File: src/rtl/buffer_shift_tap_mux.sv
// Index mux that picks one WIDTH-bit slot out of a packed NUM-slot window.
// Indices at or beyond NUM return zero, so callers never see undriven data.
module buffer_shift_tap_mux #(
  parameter int NUM   = 4,
  parameter int WIDTH = 16,
  parameter int IW    = $clog2(NUM + 1)
) (
  input  logic [WIDTH*NUM-1:0] data,
  input  logic [IW-1:0]        idx,
  output logic [WIDTH-1:0]     q
);

  always_comb begin
    q = '0;
    for (int i = 0; i < NUM; i++) begin
      if (idx == IW'(i)) begin
        q = data[i*WIDTH +: WIDTH];
      end
    end
  end

endmodule

File: src/rtl/buffer_shift_window.sv
// Sliding-window shift buffer: words shift in at slot 0, the full NUM-word
// window is offered to a consumer, and each acknowledge retires STEP words.
module buffer_shift_window #(
  parameter  int NUM   = 4,
  parameter  int WIDTH = 16,
  parameter  int STEP  = 1,
  localparam int CW    = $clog2(NUM + 1)
) (
  input  logic                 clk,
  input  logic                 rst_n,
  input  logic                 flush,
  input  logic                 in_valid,
  output logic                 in_ready,
  input  logic [WIDTH-1:0]     din,
  output logic                 win_valid,
  input  logic                 win_ready,
  output logic [WIDTH*NUM-1:0] dout,
  output logic [NUM-1:0]       vmask,
  output logic [CW-1:0]        count,
  input  logic [CW-1:0]        rd_idx,
  output logic [WIDTH-1:0]     rd_data
);

  if (NUM < 1 || STEP < 1 || STEP > NUM) begin : g_bad_params
    $error("buffer_shift_window: illegal NUM/STEP combination");
  end

  logic [WIDTH*NUM-1:0] buffer;
  logic [WIDTH*NUM-1:0] shifted;
  logic                 push;
  logic                 pop;

  if (NUM == 1) begin : g_single
    assign shifted = din;
  end else begin : g_chain
    assign shifted = {buffer[(NUM-1)*WIDTH-1:0], din};
  end

  // Handshakes: a transfer happens on a rising edge where valid and ready are
  // both high. Both ready (in_ready) and valid (win_valid) are decoded only
  // from the registered count, so they are never both high and push/pop can
  // never coincide; a producer must hold din stable until in_ready is seen.
  assign in_ready  = (count != CW'(NUM));
  assign win_valid = (count == CW'(NUM));
  assign push      = in_valid & in_ready;
  assign pop       = win_valid & win_ready;

  always_ff @(posedge clk or negedge rst_n) begin
    if (!rst_n) begin
      buffer <= '0;
      count  <= '0;
    end else if (flush) begin
      buffer <= '0;
      count  <= '0;
    end else if (push) begin
      buffer <= shifted;
      count  <= count + CW'(1);
    end else if (pop) begin
      // Retired slots keep their data; later pushes shift it out.
      count <= CW'(NUM - STEP);
    end
  end

  always_comb begin
    vmask = '0;
    for (int i = 0; i < NUM; i++) begin
      vmask[i] = (CW'(i) < count);
    end
  end

  assign dout = buffer;

  buffer_shift_tap_mux #(
    .NUM   (NUM),
    .WIDTH (WIDTH),
    .IW    (CW)
  ) u_tap_mux (
    .data (buffer),
    .idx  (rd_idx),
    .q    (rd_data)
  );

endmodule
File: config.mk
export PLATFORM = sky130hd
export DESIGN_NAME = buffer_shift_window
export DESIGN_NICKNAME = d
export VERILOG_FILES = /design/src/rtl/buffer_shift_tap_mux.sv /design/src/rtl/buffer_shift_window.sv
export SDC_FILE = /design/constraint.sdc
export NUM_CORES = 1
export LEC_CHECK = 0
export BUFFER_PORTS_ARGS = -buffer_cell sky130_fd_sc_hd__buf_2
export CAP_MARGIN = 0
export CORE_MARGIN = 1.5
export CORE_UTILIZATION = 44
export DETAILED_ROUTE_END_ITERATION = 10
export GPL_TIMING_DRIVEN = 0
export PLACE_DENSITY_LB_ADDON = 0.1
export SLEW_MARGIN = 40
export SYNTH_ARGS = -nofsm -noshare
export SYNTH_HDL_FRONTEND = slang
export SYNTH_SLANG_ARGS = --single-unit
File: constraint.sdc
create_clock -name clk -period 1.7 [get_ports clk]
set_clock_uncertainty 0.15 [all_clocks]
set_input_delay 0.085 -clock clk [delete_from_list [all_inputs] [get_ports clk]]
set_output_delay 0.085 -clock clk [all_outputs]
set_load 0.02 [all_outputs]
Word level (Yosys, flattened, before mapping)

Cells that the tools add are included.

Reductions and logical operators: 3
Bitwise logic cells: 2
Add/subtract/negate cells: 1
Equal/unequal tests: 5
Mux-type cells: 9
Magnitude comparators: 4

Operators by type and width:

| kind                                              | count |
|---|---|
| 2-to-1 mux 64 bit                                 | 2 |
| 2-to-1 mux 16 bit                                 | 4 |
| 2-to-1 mux 3 bit                                  | 3 |
| == test 3 x 2 -> 1 bit, second input constant     | 2 |
| < comparator 1 x 3 -> 1 bit, first input constant | 2 |
| < comparator 2 x 3 -> 1 bit, first input constant | 2 |
| adder 3 x 1 -> 3 bit, second input constant       | 1 |
| == test 3 x 1 -> 1 bit, second input constant     | 1 |
| == test 3 bit, second input constant              | 1 |
| zero test 3 bit                                   | 1 |
| inequality test 3 bit, second input constant      | 1 |
| nonzero test 3 bit                                | 1 |
| AND 1 bit                                         | 2 |
| nonzero test 2 bit                                | 1 |

Output and inout port bits: 89
Logic and storage cells: 26
Register bits: 67

Depth between registers and ports, before layout

Depth in word-level cells: 5
Depth in mapped cells: 7
Depth with buffers taken out: 6

Hierarchy

From an unflattened synthesis, not the netlist that was laid out.

Cell total of the unflattened synthesis: 360
Area total of the unflattened synthesis: 3686.0 um2

By module, submodules not included:

| module               | instances | cells each | area an instance (um2) | sequential area each (um2) |
|---|---|---|---|---|
| buffer_shift_window  | 1         | 302        | 3179.3                 | 1676.6 |
| buffer_shift_tap_mux | 1         | 58         | 506.7                  | 0.0 |

Worst setup path after synthesis

OpenSTA, ideal clock, no wires.

Path type: reg-to-reg
Start: register count[0]
End: register buffer[48] (netlist: dout[48])
Stages on the path, launching flop included: 8
Period minus slack after synthesis: 1.820 ns
Data arrival time: 1.604 ns
Library setup time: 0.066 ns
Slack: -0.120 ns
Path buffers: 2
Cell sequence: dfrtp_1 > inv_1 > ha_1 > a21boi_2 > nor2b_4 > buf_12 > buf_12 > a22o_1

Longest elaborated chain between the ends: 3

RTL lines:

| what                                | line                      | text |
|---|---|---|
| start: declaration                  | buffer_shift_window.sv:19 | `output logic [CW-1:0] count,` |
| start signal: assignment            | buffer_shift_window.sv:57 | `count <= count + CW'(1);` |
| start signal: assignment            | buffer_shift_window.sv:60 | `count <= CW'(NUM - STEP);` |
| inequality test 3 bit               | buffer_shift_window.sv:43 | `assign in_ready = (count != CW'(NUM));` |
| AND 1 bit                           | buffer_shift_window.sv:45 | `assign push = in_valid & in_ready;` |
| nonzero test 2 bit (no source line) | --                        |  |
| end signal: assignment              | buffer_shift_window.sv:56 | `buffer <= shifted;` |
| end: declaration                    | buffer_shift_window.sv:28 | `logic [WIDTH*NUM-1:0] buffer;` |

Every way passes these cells.
A chain may end at the register's enable or synchronous reset.

Final worst setup path

Start: register count[1]
End: register buffer[55] (netlist: dout[55])

Same word-level chain as after synthesis.

==> flow_metrics.env <==
export IMPL_outcome="finished, final reports clean"
export IMPL_power_density_nw_per_um2=889
export IMPL_wirelength_um=9060
export IMPL_hold_path_class="in -> async"
export IMPL_grt_pass1_wl_um=13900
export IMPL_critical_path_reg2reg_endpoint="dout[55]"
export IMPL_fillers=576
export IMPL_initial_core_util=0.452
export IMPL_ff2ff_path_depth=7
export IMPL_whs_ps=124
export IMPL_synth_top_area_share=0.552
export IMPL_syn_num_nets=251
export IMPL_clk_latency_ps=340
export IMPL_track_usage=0.252
export IMPL_globalplace_congestion=0.795
export IMPL_maxSlewHeadroom=0.642
export IMPL_die_h_um=86.1
export IMPL_syn_area_sq_um=3040
export IMPL_clockBufferDepth=2
export IMPL_postSynthCellCount=225
export IMPL_dpl_hpwl_um=5700
export IMPL_synth_area_top_cells="dfrtp_1, a22o_1, mux2i_1, buf_12, o22ai_1"
export IMPL_cp_start_kind="flip-flop"
export IMPL_setup_violations=0
export IMPL_drv_slew=0
export IMPL_final_cell_mix="buf_2, dfrtp_1, a22o_1"
export IMPL_crit_fanout=10
export IMPL_seqCellArea_sq_um=1680
export IMPL_routed_via_density=5.64
export IMPL_crit_path_end_kind="flip-flop"
export IMPL_stdcell_count=459
export IMPL_min_period_ps=1660
export IMPL_hold_violations=0
export IMPL_port_buffers=111
export IMPL_antenna_found_initial=0
export IMPL_drv_cap=0
export IMPL_cts_root_buf="clkbuf_8"
export IMPL_cts_tree="built"
export IMPL_worstPathRequired_ps=1770
export IMPL_rrSetupSlack_ps=40
export IMPL_post_drt_wl_per_cell_um=19.7
export IMPL_crit_type="reg -> reg"
export IMPL_synth_distinct_cells=24
export IMPL_fin_nets=400
export IMPL_grt_setup_unrepaired="true"
export IMPL_drt_iter0_markers=160
export IMPL_ctsHtreeMaxLevel=3
export IMPL_cts_sinks=67
export IMPL_finalSetupTns_ps=0
export IMPL_numCtsBuffers=9
export IMPL_routed_via_count=2589
export IMPL_areaGrowthSynthToFinish_pct=40.3
export IMPL_worst_slew_pin_slew_ps=536
export IMPL_fin_util=0.634
export IMPL_mostFrequentLayoutCell="buf_2"
export IMPL_dp_cells=417
export IMPL_seq_area_frac_synth=0.552
export IMPL_vdd_ir_drop_max_v=0.000374
export IMPL_drc=0
export IMPL_coreArea_sq_um=6720
export IMPL_r2r_start="count[1]"
export IMPL_synth_avg_cell_area_sq_um=13.5
export IMPL_min_period_over_period=0.979
export IMPL_diodes=0
export IMPL_startpoint="count[1]"
export IMPL_fp_row_count=30
export IMPL_grt_overflow=0
export IMPL_grt_pass1_vias=2552
export IMPL_max_freq_ghz=0.601
export IMPL_dieArea_sq_um=7410
export IMPL_yosys_area_top_type="dfrtp_1"
export IMPL_multi_input_area_sq_um=1170
export IMPL_die_w_um=86.1
export IMPL_drtAntennaViolNets=0
export IMPL_synth_seq_cells=67
export IMPL_grt_max_degree=52
export IMPL_firstDrtPassIters=4
export IMPL_clk_pin_slew_worst_paths_ps=70
export IMPL_p_leak_nw=2.32
export IMPL_layout_drive_gt1_share=0.430
export IMPL_yosys_warnings=0
export IMPL_pin_count=113
export IMPL_critPathArrivalTime_ps=1740
flip-flops by register name (all words and copies together), names as in the netlist:
name / cells
count: 3
dout: 64
per-stage QoR:
step	power, mW	worst slack, ps	instance area (sq um)
2_1_floorplan	2.01	3.74	3040
3_3_place_gp	2.21	-167	3700
3_5_place_dp	2.22	-235	3730
4_1_cts	3.79	13.7	4230
5_1_grt	3.92	-14.6	4260
6_report	3.79	35.2	4260
cell usage after synthesis (all sizes together):
cell type,instances
a21boi,1
a211oi,3
inv,3
a21o,1
or2,3
ha,2
nand2,3
buf,18
nor2b,1
mux2i,33
clkbuf,4
nor3,1
dfrtp,67
nand2b,1
a21oi,1
nor2,1
or3,1
o211ai,1
o22ai,16
a22o,64
metal layers:
layer | wire length (um) | share of wire | track usage | vias up
met5 | 0 | 0 | 0 | -
met4 | 82 | 0.0090 | 0.0850 | 0
met3 | 410 | 0.045 | 0.0356 | 6
met2 | 4360 | 0.48 | 0.408 | 83
met1 | 4210 | 0.46 | 0.349 | 1328
li1 | - | - | - | 1172
report_power, final:
| part | internal (mW) | switching (mW) | total, mW |
|---|---|---|---|
| logic | 0.256 | 0.319 | 0.575 |
| clock network | 0.905 | 0.615 | 1.52 |
| registers | 1.64 | 0.0528 | 1.69 |
| total | 2.80 | 0.988 | 3.79 |
final cells by class:
cell class	count	share of cell area
Tap cell	80	0.0235
Timing Repair Buffer	138	0.198
Inverter	3	0.00264
Clock inverter	4	0.0170
Multi-Input combinational cell	133	0.274
Sequential cell	67	0.394
Buffer	22	0.0540
Clock buffer	12	0.0364
cells by family (layout without fill, tap and decap cells):
family                     after synthesis  count (layout)  share of synthesized area
buffers and inverters                   25             179                     0.0737
adders and majority gates                2               2                    0.00824
AOI/OAI and AO/OA                       87              87                      0.235
DFF                                     67              67                      0.552
muxes                                   33              33                      0.109
and+or+nand+nor                         11              11                     0.0222
worst max-delay path: stages (launching register included):
cell,delay [ps]
dfrtp_2,420
inv_2,80
ha_4,160
a21boi_4,70
nor2b_4,150
buf_12,150
buf_12,150
a22o_1,230
how the worst max path moves through the flow:
stage	depth (start not counted)	end	slack (ps)
after floorplan	7	dout[32]	4
after global placement	6	dout[4]	-170
after global routing	7	dout[33]	-10
final	7	dout[55]	40
after CTS	7	dout[0]	10
after detailed placement	6	dout[0]	-230
what timing repair did:
action,CTS,global route
gates cloned,0,0
resized for setup,9,6
pin swaps,0,1
hold endpoints to repair,86,0
buffers inserted,2,2
hold buffers,22,0
setup endpoints to repair,69,62
Note: power is estimated with default switching activity, not from simulation.
